## src/rtl/fp_pack_pkg.sv

```systemverilog
// Shared types and constants for the float32 narrowing packer.
// Round modes, IEEE field widths, per-lane flag struct and the stage-1 rounding decision.
package fp_pack_pkg;

  localparam int F32_EXP_W = 8;
  localparam int F32_MAN_W = 23;

  typedef enum logic [1:0] {
    RNE = 2'd0,
    RTZ = 2'd1,
    RUP = 2'd2,
    RDN = 2'd3
  } round_mode_e;

  typedef struct packed {
    logic nan;
    logic overflow;
    logic inexact;
  } fp_flags_t;

  // Everything stage 2 needs about a lane besides its kept upper bits.
  typedef struct packed {
    logic up;
    logic is_nan;
    logic is_inf;
    logic inexact_raw;
  } round_dec_t;

endpackage

```

## src/rtl/fp32_round_lane.sv

```systemverilog
// One lane of the packer: classify/decide on the raw float32, and apply the decision
// to the kept upper bits one stage later. Both halves are purely combinational.
module fp32_round_lane
  import fp_pack_pkg::*;
#(
  parameter int MANT_W = 7,
  localparam int OUT_W = 9 + MANT_W
) (
  input  logic [31:0]      cls_data_i,
  input  round_mode_e      cls_mode_i,
  output round_dec_t       cls_dec_o,
  input  logic [OUT_W-1:0] app_word_i,
  input  round_dec_t       app_dec_i,
  output logic [OUT_W-1:0] app_res_o,
  output fp_flags_t        app_flags_o
);

  localparam int D = F32_MAN_W - MANT_W;
  // Bits below the guard; collapses to an empty mask when only one bit is dropped.
  localparam logic [F32_MAN_W-1:0] STICKY_MASK = (F32_MAN_W'(1) << (D - 1)) - F32_MAN_W'(1);
  localparam logic [OUT_W-1:0] QUIET_BIT = OUT_W'(1) << (MANT_W - 1);

  logic                 sign;
  logic [F32_EXP_W-1:0] exp_f;
  logic [F32_MAN_W-1:0] man_f;
  logic                 lsb;
  logic                 guard;
  logic                 sticky;

  assign sign   = cls_data_i[31];
  assign exp_f  = cls_data_i[30:23];
  assign man_f  = cls_data_i[22:0];
  assign lsb    = cls_data_i[D];
  assign guard  = cls_data_i[D-1];
  assign sticky = |(man_f & STICKY_MASK);

  always_comb begin
    cls_dec_o             = '0;
    cls_dec_o.is_nan      = (exp_f == '1) && (man_f != '0);
    cls_dec_o.is_inf      = (exp_f == '1) && (man_f == '0);
    cls_dec_o.inexact_raw = guard || sticky;
    unique case (cls_mode_i)
      RNE:     cls_dec_o.up = guard && (sticky || lsb);
      RTZ:     cls_dec_o.up = 1'b0;
      RUP:     cls_dec_o.up = (guard || sticky) && !sign;
      RDN:     cls_dec_o.up = (guard || sticky) && sign;
      default: cls_dec_o.up = 1'b0;
    endcase
    if (cls_dec_o.is_nan || cls_dec_o.is_inf) cls_dec_o.up = 1'b0;
  end

  // A mantissa carry ripples into the exponent on purpose: subnormal->normal, max->Inf.
  always_comb begin
    app_flags_o = '0;
    if (app_dec_i.is_nan) app_res_o = app_word_i | QUIET_BIT;
    else                  app_res_o = app_word_i + {{(OUT_W-1){1'b0}}, app_dec_i.up};
    app_flags_o.nan      = app_dec_i.is_nan;
    app_flags_o.overflow = !app_dec_i.is_nan && !app_dec_i.is_inf &&
                           (app_res_o[OUT_W-2:MANT_W] == '1);
    app_flags_o.inexact  = (app_dec_i.inexact_raw && !app_dec_i.is_nan && !app_dec_i.is_inf) ||
                           app_flags_o.overflow;
  end

endmodule

```

## src/rtl/fp32_narrow_pack.sv

```systemverilog
// Streaming float32 -> (1,8,MANT_W) packer: two register stages, LANES lanes per beat,
// per-beat rounding mode, per-lane flags and sticky status.
module fp32_narrow_pack
  import fp_pack_pkg::*;
#(
  parameter int LANES  = 4,
  parameter int MANT_W = 7,
  localparam int OUT_W = 9 + MANT_W
) (
  input  logic                   clk_i,
  input  logic                   rst_ni,
  input  logic                   s_valid_i,
  output logic                   s_ready_o,
  input  logic [32*LANES-1:0]    s_data_i,
  input  logic [1:0]             s_mode_i,
  output logic                   m_valid_o,
  input  logic                   m_ready_i,
  output logic [OUT_W*LANES-1:0] m_data_o,
  output logic [3*LANES-1:0]     m_flags_o,
  output logic [2:0]             sts_o,
  input  logic                   sts_clr_i
);

  localparam int D = F32_MAN_W - MANT_W;

  // A beat moves on an edge where valid && ready on that side. Both stages shift together
  // whenever the output slot is empty or being taken, so s_ready_o is that same condition.
  logic adv;
  logic out_hs;
  assign adv       = !m_valid_o || m_ready_i;
  assign s_ready_o = adv;
  assign out_hs    = m_valid_o && m_ready_i;

  logic                   s1_valid_q;
  logic [OUT_W-1:0]       s1_word_q [LANES];
  round_dec_t             s1_dec_q  [LANES];
  round_dec_t             dec_c     [LANES];
  logic [OUT_W-1:0]       res_c     [LANES];
  fp_flags_t              flags_c   [LANES];
  logic [OUT_W*LANES-1:0] data_c;
  logic [3*LANES-1:0]     flags_vec_c;

  for (genvar k = 0; k < LANES; k++) begin : g_lane
    fp32_round_lane #(.MANT_W(MANT_W)) u_lane (
      .cls_data_i  (s_data_i[32*k +: 32]),
      .cls_mode_i  (round_mode_e'(s_mode_i)),
      .cls_dec_o   (dec_c[k]),
      .app_word_i  (s1_word_q[k]),
      .app_dec_i   (s1_dec_q[k]),
      .app_res_o   (res_c[k]),
      .app_flags_o (flags_c[k])
    );
    assign data_c[OUT_W*k +: OUT_W] = res_c[k];
    assign flags_vec_c[3*k +: 3]    = flags_c[k];
  end

  always_ff @(posedge clk_i or negedge rst_ni) begin
    if (!rst_ni) begin
      s1_valid_q <= 1'b0;
      for (int k = 0; k < LANES; k++) begin
        s1_word_q[k] <= '0;
        s1_dec_q[k]  <= '0;
      end
      m_valid_o <= 1'b0;
      m_data_o  <= '0;
      m_flags_o <= '0;
    end else if (adv) begin
      s1_valid_q <= s_valid_i;
      if (s_valid_i) begin
        for (int k = 0; k < LANES; k++) begin
          s1_word_q[k] <= s_data_i[32*k+D +: OUT_W];
          s1_dec_q[k]  <= dec_c[k];
        end
      end
      m_valid_o <= s1_valid_q;
      if (s1_valid_q) begin
        m_data_o  <= data_c;
        m_flags_o <= flags_vec_c;
      end
    end
  end

  logic [2:0] hs_flags;
  always_comb begin
    hs_flags = '0;
    for (int k = 0; k < LANES; k++) hs_flags = hs_flags | m_flags_o[3*k +: 3];
  end

  // A clear in the same cycle as a handshake keeps that handshake's flags.
  always_ff @(posedge clk_i or negedge rst_ni) begin
    if (!rst_ni)        sts_o <= '0;
    else if (sts_clr_i) sts_o <= out_hs ? hs_flags : 3'b000;
    else if (out_hs)    sts_o <= sts_o | hs_flags;
  end

endmodule

```

## config.mk

```make
export PLATFORM = sky130hd
export DESIGN_NAME = fp32_narrow_pack
export DESIGN_NICKNAME = d
export VERILOG_FILES = /design/src/rtl/fp_pack_pkg.sv /design/src/rtl/fp32_round_lane.sv /design/src/rtl/fp32_narrow_pack.sv
export SDC_FILE = /design/constraint.sdc
export NUM_CORES = 1
export LEC_CHECK = 0
export ABC_AREA = 1
export ABC_CLOCK_PERIOD_IN_PS = 1620
export CAP_MARGIN = 40
export CELL_PAD_IN_SITES_DETAIL_PLACEMENT = 0
export CELL_PAD_IN_SITES_GLOBAL_PLACEMENT = 1
export CORE_MARGIN = 2
export CORE_UTILIZATION = 35
export DETAILED_ROUTE_END_ITERATION = 16
export DONT_BUFFER_PORTS = 1
export GPL_TIMING_DRIVEN = 1
export HOLD_SLACK_MARGIN = 0.08
export PLACE_DENSITY_LB_ADDON = 0.1
export SLEW_MARGIN = 20
export SYNTH_ARGS = -nofsm -noshare
export SYNTH_HDL_FRONTEND = slang
export SYNTH_SLANG_ARGS = --single-unit
```

## constraint.sdc

```tcl
create_clock -name clk_i -period 1.62 [get_ports clk_i]
set_input_delay 0.405 -clock clk_i [delete_from_list [all_inputs] [get_ports clk_i]]
set_output_delay 0.405 -clock clk_i [all_outputs]
set_load 0.05 [all_outputs]
```

==> metrics <==
Cell variety after synth 34; crit path max fanout 3; DRC Markers 0; antenna violations before repair 0; die area ~25,000 µm²; CP Launch Type flip-flop; Die Wd 157 µm; worst endpoint data arrival time 2.11 ns; Async SR Flop Fraction 1.00; share of layout cells above drive strength 1 0.226; CTS H-Tree Depth 4; GRT busiest layer met2; EDFF count, synth 0; met2 usage 0.328; Seq/Total Area, Yosys 0.493; CTS tree yes; Iteration-0 DRC Markers ~350; Max Cap Viol 0; row cnt between 50 and 60; Avg Inst Size Synth roughly 7.7 µm²; Crit Path Category flip-flop to flip-flop; gate count of the mapped netlist ~1,100; Final period util 1.08; run status finished with violations; Ys Warns 0; vias in the first global route 7,235; final wirelength 24,400 µm; Vias/cell approximately 4.8; Nets 1,343; total grt overflow 0; DP HPWL 17,800 µm; Setup Skew approximately 0.011 ns; Worst Max-Slew Pin Slew 0.637 ns; failing checks negative hold slack, negative setup slack; met1 Use GR 0.276; wire length per cell ~16 µm; CTS Root Cell clkbuf_16; Hold Path Class primary input to asynchronous set/reset pin; Max Fclk approximately 570 MHz; DP Area between 9000 and 10,000 µm²; Final Util 0.477; #FFs+latches synth about 160; DRT Pass-1 Iters 4; Starting Density 0.359; Worst Slack Setup Final -0.124 ns; Final ANT Viol Nets 0; core area 22,800 µm²; # setup viols final 12; first-pass GRT wire length 38,800 µm; clk buf depth 2; PwrDens 1370 nW/µm²; Area Growth Syn to Fin 32.9%; routability congestion estimate 0.773; Max VDD drop ~0.00057 V; LEAKAGE approximately 4.9 nW; clock latency on the worst-skew pair between 0.4 and 0.5 ns; n_diodes 0; vias approximately 7,300; Die Y roughly 160 µm; Fin Hold WS -0.329 ns; Worst EP required between 1.5 and 2 ns; GR Util met3 0.0551; prevailing post-synth register cell dfrtp_1; area of the mapped netlist 8180 µm²; I/O pins ~220; syn_nets 1,204; Crit. End Element flip-flop; Port Buf Inserts 0; Post-Layout Inst Area approximately 11,000 µm²; Relative slew margins 0.575; Max Slew Vio Count 0; Clock Pin Slew Worst Setup and Hold Paths 0.07 ns; largest net degree at the start of global routing around 160; final hold violations 161; Clock Sinks 161; quantity of hold-fixing buffers added after cts 23; post-place setup slack -0.215 ns; Tmin final around 1.7 ns; CTS Buf Count 17; RSZ-0062 raised after global routing true; Global Route Usage Sum 0.205
Yosys cell counts (12+ instances only):
master | n | area share
nand2_1 | 358 | 0.16
dfrtp_1 | 161 | 0.49
nor2_1 | 122 | 0.056
o21ai_0 | 86 | 0.053
inv_1 | 71 | 0.033
nand3_1 | 50 | 0.031
nand4_1 | 28 | 0.021
a31oi_1 | 18 | 0.014
clkbuf_1 | 18 | 0.0083
buf_2 | 15 | 0.0092
xnor2_1 | 13 | 0.014
ha_1 | 12 | 0.018
o21ai_1 | 12 | 0.0073
xor2_1 | 12 | 0.013
stage by stage:
stage | total power [mW] | std cells | setup TNS [ns] | hold slack [ns]
6_report | 14.8 | 1522 | -0.692 | -0.329
5_1_grt | 15.7 | 1522 | -2.56 | -0.350
4_1_cts | 14.9 | 1517 | -0.567 | -0.348
3_5_place_dp | 10.3 | 1451 | -1.59 | 0.114
3_3_place_gp | 10.3 | 1451 | -1.37 | 0.115
2_1_floorplan | 9.13 | 1057 | 0 | 0.109
where the power goes:
part	switching, mW	leakage (nW)	internal [mW]
Combinational	1.44	2.67	1.28
Clock	1.72	0.304	2.57
Sequential	2.99	1.97	4.86
worst max-delay path, stage by stage (launching register included):
cell and delay (ns):
dfrtp_1 0.40, ha_4 0.18, ha_4 0.14, nand3_4 0.10
nor2_4 0.16, nand2_2 0.08, o21bai_1 0.14, nand2_1 0.10
nor2_1 0.11, nand3_1 0.10, nand3_1 0.09, nand2_1 0.05
inv_1 0.04
sequential cells by signal, indices dropped and copies added, names as in the netlist:
register and flops:
s1_valid_q 1, sts_o 3, m_flags_o 12, s1_word_q 64, s1_dec_q 16, m_valid_o 1, m_data_o 64
cell usage in the layout, fill, tap and decap left out, drive strengths merged, types with 12 or more instances in the layout:
master	instances
inv	79
nor3	13
xor2	12
xnor2	13
nor2	136
clkbuf	21
o21ai	98
a31oi	18
buf	132
nand3	52
nand2	361
ha	12
dlygate4sd3	23
dfrtp	161
nand4	28
cells by family (layout without fill, tap and decap cells):
logic type,count (synthesis),in the layout,share of synthesized area
compound gates,143,143,0.0950
xor+xnor,25,25,0.0268
fa+ha+maj,12,12,0.0184
buf+inv,112,264,0.0546
flops,161,161,0.493
simple gates,604,604,0.312
worst paths after layout:
kind	endpoint	slack, ns	depth (start not counted)	startpoint
max	m_flags_o[9]$_DFFE_PN0P_	-0.12	12	s1_word_q[0]$_DFFE_PN0P_
min	s1_word_q[9]$_DFFE_PN0P_	-0.33	0	rst_ni
max reg2reg	m_flags_o[9]$_DFFE_PN0P_	-0.12	12	s1_word_q[0]$_DFFE_PN0P_
min reg2reg	s1_dec_q[0]$_DFFE_PN0P_	0.49	2	s1_dec_q[0]$_DFFE_PN0P_
max in group asynchronous	s1_word_q[39]$_DFFE_PN0P_	1.74	0	rst_ni
min in group clk_i	s1_word_q[12]$_DFFE_PN0P_	0.10	2	s_data_i[124]
layout make-up:
class	count	area [µm²]
multi-input cells	784	4180
repair buffers	155	1340
inverters	77	292
clock buffers	21	470
clock inverters	11	151
fillers	2284	11900
well taps	313	392
flip-flops and latches	161	4030
metal layers:
layer	part of all wire	wire length, µm
met1	0.46	11300
met2	0.46	11200
met3	0.066	1600
met4	0.011	274
met5	0	0
timing repair:
item	4_1_cts	5_1_grt
setup endpoints to repair	23	37
endpoints found under the hold margin	186	161
pin swaps	31	33
resized for setup	61	71
gates cloned	0	0
setup buffers	11	8
Note: power is estimated with default switching activity, not from simulation.
